--- config.mk ---
export PLATFORM = sky130hd
export DESIGN_NAME = maxpool_stream_2x2
export DESIGN_NICKNAME = d
export VERILOG_FILES = /design/src/rtl/maxpool_stream_2x2.sv
export SDC_FILE = /design/constraint.sdc
export NUM_CORES = 1
export LEC_CHECK = 0
export CAP_MARGIN = 20
export CORE_UTILIZATION = 40
export DETAILED_ROUTE_END_ITERATION = 7
export DONT_BUFFER_PORTS = 1
export GPL_TIMING_DRIVEN = 0
export PLACE_DENSITY = 0.58
export SYNTH_ARGS = -nofsm -noshare
export SYNTH_HDL_FRONTEND = slang
export SYNTH_SLANG_ARGS = --single-unit
--- constraint.sdc ---
create_clock -name clk -period 12.5 [get_ports clk]
set_clock_uncertainty 0.2 [all_clocks]
set_input_delay 2.5 -clock clk [delete_from_list [all_inputs] [get_ports clk]]
set_output_delay 2.5 -clock clk [all_outputs]
set_load 0.02 [all_outputs]
--- src/rtl/maxpool_stream_2x2.sv ---
//------------------------------------------------------------------------------
// Module   : maxpool_stream_2x2
// Summary  : Streaming 2x2 / stride-2 signed max-pool stage. Takes raster-order
//            convolution results and emits one pooled value per 2x2 window.
//            Only a half-width line buffer is kept, never the full map.
// Options  : define MAXPOOL_RELU_EN to clamp negative pooled results to 0.
// Revision : 1.0 - initial release
//------------------------------------------------------------------------------
`default_nettype none

module maxpool_stream_2x2 #(
  parameter int DATA_W = 21,
  parameter int IMG_W  = 26,
  parameter int IMG_H  = 26
) (
  input  logic              clk,
  input  logic              rst_n,
  input  logic              start_i,
  input  logic              in_valid_i,
  input  logic [DATA_W-1:0] in_data_i,
  output logic              in_ready_o,
  output logic              out_valid_o,
  output logic [DATA_W-1:0] out_data_o,
  input  logic              out_ready_i,
  output logic              done_o,
  output logic              busy_o
);

  localparam int COL_W = (IMG_W > 1) ? $clog2(IMG_W) : 1;
  localparam int ROW_W = (IMG_H > 1) ? $clog2(IMG_H) : 1;
  localparam int HALF  = (IMG_W / 2 > 0) ? IMG_W / 2 : 1;
  localparam int IDX_W = (HALF > 1) ? $clog2(HALF) : 1;
  localparam logic [COL_W-1:0] COL_LAST = COL_W'(IMG_W - 1);
  localparam logic [ROW_W-1:0] ROW_LAST = ROW_W'(IMG_H - 1);

  typedef enum logic [1:0] {
    S_IDLE  = 2'd0,
    S_RUN   = 2'd1,
    S_FLUSH = 2'd2,
    S_DONE  = 2'd3
  } state_e;

  state_e            state_q, state_d;
  logic [COL_W-1:0]  col_q, col_d;
  logic [ROW_W-1:0]  row_q, row_d;
  logic [DATA_W-1:0] pair_q, pair_d;
  logic              out_valid_q, out_valid_d;
  logic [DATA_W-1:0] out_data_q, out_data_d;

  // Half-width line buffer: one horizontal max per column pair of the even row.
  logic [DATA_W-1:0] line_q [HALF];

  logic              in_ready;
  logic              in_fire;
  logic [COL_W-1:0]  col_half;
  logic [IDX_W-1:0]  buf_idx;
  logic [DATA_W-1:0] hmax;
  logic [DATA_W-1:0] buf_rd;
  logic [DATA_W-1:0] vmax;
  logic [DATA_W-1:0] result;

  // A new sample may enter only when the output slot is free or draining now.
  assign in_ready = (state_q == S_RUN) && (!out_valid_q || out_ready_i);
  assign in_fire  = in_valid_i && in_ready;
  assign col_half = col_q >> 1;
  assign buf_idx  = col_half[IDX_W-1:0];

  // Signed horizontal and vertical maxima, plus optional ReLU clamp.
  always_comb begin
    hmax   = ($signed(in_data_i) > $signed(pair_q)) ? in_data_i : pair_q;
    buf_rd = line_q[buf_idx];
    vmax   = ($signed(hmax) > $signed(buf_rd)) ? hmax : buf_rd;
`ifdef MAXPOOL_RELU_EN
    result = vmax[DATA_W-1] ? '0 : vmax;
`else
    result = vmax;
`endif
  end

  // Next-state and raster counter logic.
  always_comb begin
    state_d = state_q;
    col_d   = col_q;
    row_d   = row_q;
    case (state_q)
      S_IDLE: begin
        if (start_i) begin
          state_d = S_RUN;
          col_d   = '0;
          row_d   = '0;
        end
      end
      S_RUN: begin
        if (in_fire) begin
          if (col_q == COL_LAST) begin
            col_d = '0;
            if (row_q == ROW_LAST) begin
              row_d   = '0;
              state_d = S_FLUSH;
            end else begin
              row_d = row_q + ROW_W'(1);
            end
          end else begin
            col_d = col_q + COL_W'(1);
          end
        end
      end
      S_FLUSH: begin
        if (!out_valid_q || out_ready_i) begin
          state_d = S_DONE;
        end
      end
      S_DONE: begin
        state_d = S_IDLE;
      end
      default: begin
        state_d = S_IDLE;
      end
    endcase
  end

  // Pair register and output slot; an odd-row/odd-col sample completes a window.
  // An odd trailing column or row lands on an even index and never completes one.
  always_comb begin
    pair_d      = pair_q;
    out_valid_d = out_valid_q;
    out_data_d  = out_data_q;
    if (out_valid_q && out_ready_i) begin
      out_valid_d = 1'b0;
    end
    if (in_fire) begin
      if (!col_q[0]) begin
        pair_d = in_data_i;
      end else if (row_q[0]) begin
        out_valid_d = 1'b1;
        out_data_d  = result;
      end
    end
  end

  // Control and datapath registers with asynchronous reset.
  always_ff @(posedge clk or negedge rst_n) begin
    if (!rst_n) begin
      state_q     <= S_IDLE;
      col_q       <= '0;
      row_q       <= '0;
      pair_q      <= '0;
      out_valid_q <= 1'b0;
      out_data_q  <= '0;
    end else begin
      state_q     <= state_d;
      col_q       <= col_d;
      row_q       <= row_d;
      pair_q      <= pair_d;
      out_valid_q <= out_valid_d;
      out_data_q  <= out_data_d;
    end
  end

  // Line buffer captures the even-row horizontal max; contents need no reset.
  always_ff @(posedge clk) begin
    if (in_fire && col_q[0] && !row_q[0]) begin
      line_q[buf_idx] <= hmax;
    end
  end

  assign in_ready_o  = in_ready;
  assign out_valid_o = out_valid_q;
  assign out_data_o  = out_data_q;
  assign done_o      = (state_q == S_DONE);
  assign busy_o      = (state_q == S_RUN) || (state_q == S_FLUSH);

endmodule

`default_nettype wire

==> run metrics, run 1 <==
Reg clk slew, reported paths=0.06 ns; main combinational cell family by area after synthesis=multiplexers; flops & latches, synth=328; placed cell count=1546; fraction of registers with async set/reset=16.77%; multiplexer share of the synthesized area=13.97%; unrepaired setup endpoints after global routing=no; core area=37670 µm²; DRC viols=0; Final Non-Filler Cells=between 1500 and 2000; post-CTS setup buffers=0; first-pass GRT wire length=between 50 and 60 mm; critical path fanouts, max=14; PortBufs=0; die width=~200 µm; M1 WL=16.51 mm; Ports=51; synth top area cells=edfxtp_1, mux4_2, dfrtp_1; Worst EP arrival=7.57 ns; Rel. slew slack=between 30% and 40%; crit path launch type=primary input; area grow syn2layout=13.51%; root buffer cell=clkbuf_16; Synth Area in Simple Gates=6.129%; Synth Cell Area=15310 µm²; final worst path period share=59.13%; number of CTS-inserted buffers=36; area share of the largest cell type after synthesis=between 50% and 60%; post-route antenna net violation count=0; Placer Congestion=between 0.8 and 0.9; post-synthesis cell type count=53; vias per cell=5.659; Hold Fails Final Rpt=0; xor and xnor area share after synthesis=0.2288%; initial antenna violation count=0; static leakage=6.140 nW; Primary FF master, synth=edfxtp_1; Worst-Margin Slew=1.030 ns; hold path depth=1; top-count cell post-synth=edfxtp_1; total clock sinks=328; Met2 Wirelength=between 15 and 20 mm; Resize count post-CTS=0; TritonRoute pass-1 iters=5; total grt overflow=0; Initial Util=40.65%; CTS Hold Bufs=0; met3 wire len=roughly 2.4 mm; Slew Viols, Final=0; Final setup viols=0; ANT cells=0; Syn Inst Count=1020; fraction of the yosys area taken by sequential cells=62.53%; vias in the first global route=9325; Mapped Avg Cell Area=~15 µm²; vias post-DR=9117; die height=197.6 µm; f_max=0.1353 GHz; num rows=71; WP data required=12.67 ns; top sig layer=met4; hpwl dp=26.84 mm; syn_nets=1096; outcome=complete, no violations; DRT iter0 DRCs=624; power density cells=275.5 nW/µm²; EDFF count, synth=273; Reg2Reg Depth=18; layout net count=1149; ratio of cells with drive above 1 in the final layout=21.82%; largest area contributor in the netlist=edfxtp_1; Crit. End Element=flip-flop; CTS tree=done; Bufs on Longest Clock Path=3; die area=39060 µm²; Routed WL per cell=24.09 µm; commonest cells in the netlist=edfxtp_1, mux4_2, nand2_1; total negative slack=0 ns; Max rail drop VDD=0.0001519 V; maxcap violations=0; largest net degree at the start of global routing=56; adder-cell area share of the yosys netlist=around 4.1%; final worst path period need=7.391 ns; Clock H-tree levels=2; Synth Area in Compound Gates=9.439%; Warnings, synthesis=0; final wirelength=38.81 mm; clock latency on the worst-skew pair=0.53 ns; Tot GR Track Use=20.34%; hold crit path type=reg -> reg; critical path type=in -> reg
## cells by family (layout without fill, tap and decap cells)
group,after synthesis,after routing
and+or+nand+nor,195,195
muxes,106,106
buffers and inverters,140,220
adders and majority gates,50,50
DFF,328,328
xor gates and xnor gates,4,4
AOI/OAI and AO/OA,197,197
## worst max-delay path, stage by stage
cell and delay, ns:
ha_1 0.29, nand4_1 0.23, nor4_2 0.52, and2_1 0.19
clkbuf_1 0.16, clkbuf_1 0.48, o32ai_1 0.18, a211oi_2 0.44
inv_1 0.32, ha_1 0.40, nand4_1 0.18, nor4_1 0.47
a22oi_1 0.22, o2111ai_1 0.22, a21o_1 0.20, clkbuf_1 0.44
o21ai_1 0.11
## where the power goes
group          leakage (nW)  internal [mW]  switching, mW
clock                 0.560          0.594          0.436
combinational          2.43          0.739           1.29
sequential             3.15           1.59          0.133
total                  6.14           2.93           1.86
## placed cells by master, fill, tap and decap left out, drive strengths merged, types with 16 or more instances in the layout
cell | netlist | routed
o32ai | 20 | 20
o22ai | 23 | 23
o21ai | 30 | 30
nand2b | 22 | 22
a32oi | 21 | 21
mux4 | 84 | 84
nand2 | 63 | 63
buf | 21 | 36
nor2 | 55 | 55
clkinv | 0 | 16
a21oi | 38 | 38
edfxtp | 273 | 273
mux2 | 21 | 21
inv | 73 | 75
o31ai | 23 | 23
dfrtp | 55 | 55
a211oi | 23 | 23
ha | 50 | 50
clkbuf | 46 | 89
## layer usage
metal,vias up,GRT usage (%)
li1,4126,-
met1,4671,27.23
met2,269,34.18
met3,51,4.029
met4,0,4.622
met5,-,0
## through the flow
| step | power, mW | hold WS [ns] | worst slack, ns | instance area (µm²) | utilization (%) |
|---|---|---|---|---|---|
| 3_5_place_dp | 3.775 | 0.2807 | 4.670 | 16230 | 43.09 |
| 6_report | 4.787 | 0.2878 | 5.109 | 17380 | 46.14 |
| 3_3_place_gp | 3.729 | 0.2778 | 3.916 | 15950 | 42.35 |
| 5_1_grt | 5.055 | 0.3212 | 4.854 | 17380 | 46.14 |
| 4_1_cts | 4.808 | 0.2926 | 5.195 | 17380 | 46.14 |
| 2_1_floorplan | 3.130 | 0.2518 | 5.995 | 15310 | - |
## final cells by class
class | count | area [µm²]
Sequential cell | 328 | 9574
Buffer | 67 | 280.3
Clock inverter | 22 | 191.4
Multi-Input combinational cell | 552 | 5207
Tap cell | 511 | 639.4
Inverter | 73 | 274.0
Fill cell | 3342 | 20290
Timing Repair Buffer | 15 | 255.2
Clock buffer | 43 | 957.2
## worst paths after layout
check,start,slack (ns),end
worst max-delay path,in_data_i[16],5.11,out_data_o[15]$_DFFE_PN0P_
worst min-delay path,row_q[4]$_DFFE_PN0P_,0.29,row_q[4]$_DFFE_PN0P_
worst max register to register,pair_q[16]$_DFFE_PN0P_,6.58,out_data_o[15]$_DFFE_PN0P_
worst min register to register,row_q[4]$_DFFE_PN0P_,0.29,row_q[4]$_DFFE_PN0P_
max in group asynchronous,rst_n,10.50,out_data_o[12]$_DFFE_PN0P_
min in group asynchronous,rst_n,1.47,out_data_o[18]$_DFFE_PN0P_
## sequential cells by signal, summed over array words and instances (netlist names)
register	cells
line_q	273
out_valid_o	1
col_q	5
pair_q	21
row_q	5
state_q	2
out_data_o	21
Power figures use the tool's default switching activity.
==> inputs of run 2 (changes only) <==
- clock period: 12.5 -> 7 ns (I/O delays scaled with it)
==> results of run 2 <==
The final DEF is identical to that of run 1. Status: complete, no violations.
Main changes from that run: setup slack after placement 4.670 ns -> 0.2705 ns; setup slack after layout 5.109 ns -> 0.7091 ns; register-to-register setup slack 6.58 ns -> 1.08 ns; total power 4.787 mW -> 8.549 mW; worst IR drop on VDD 0.0001519 V -> 0.0002712 V
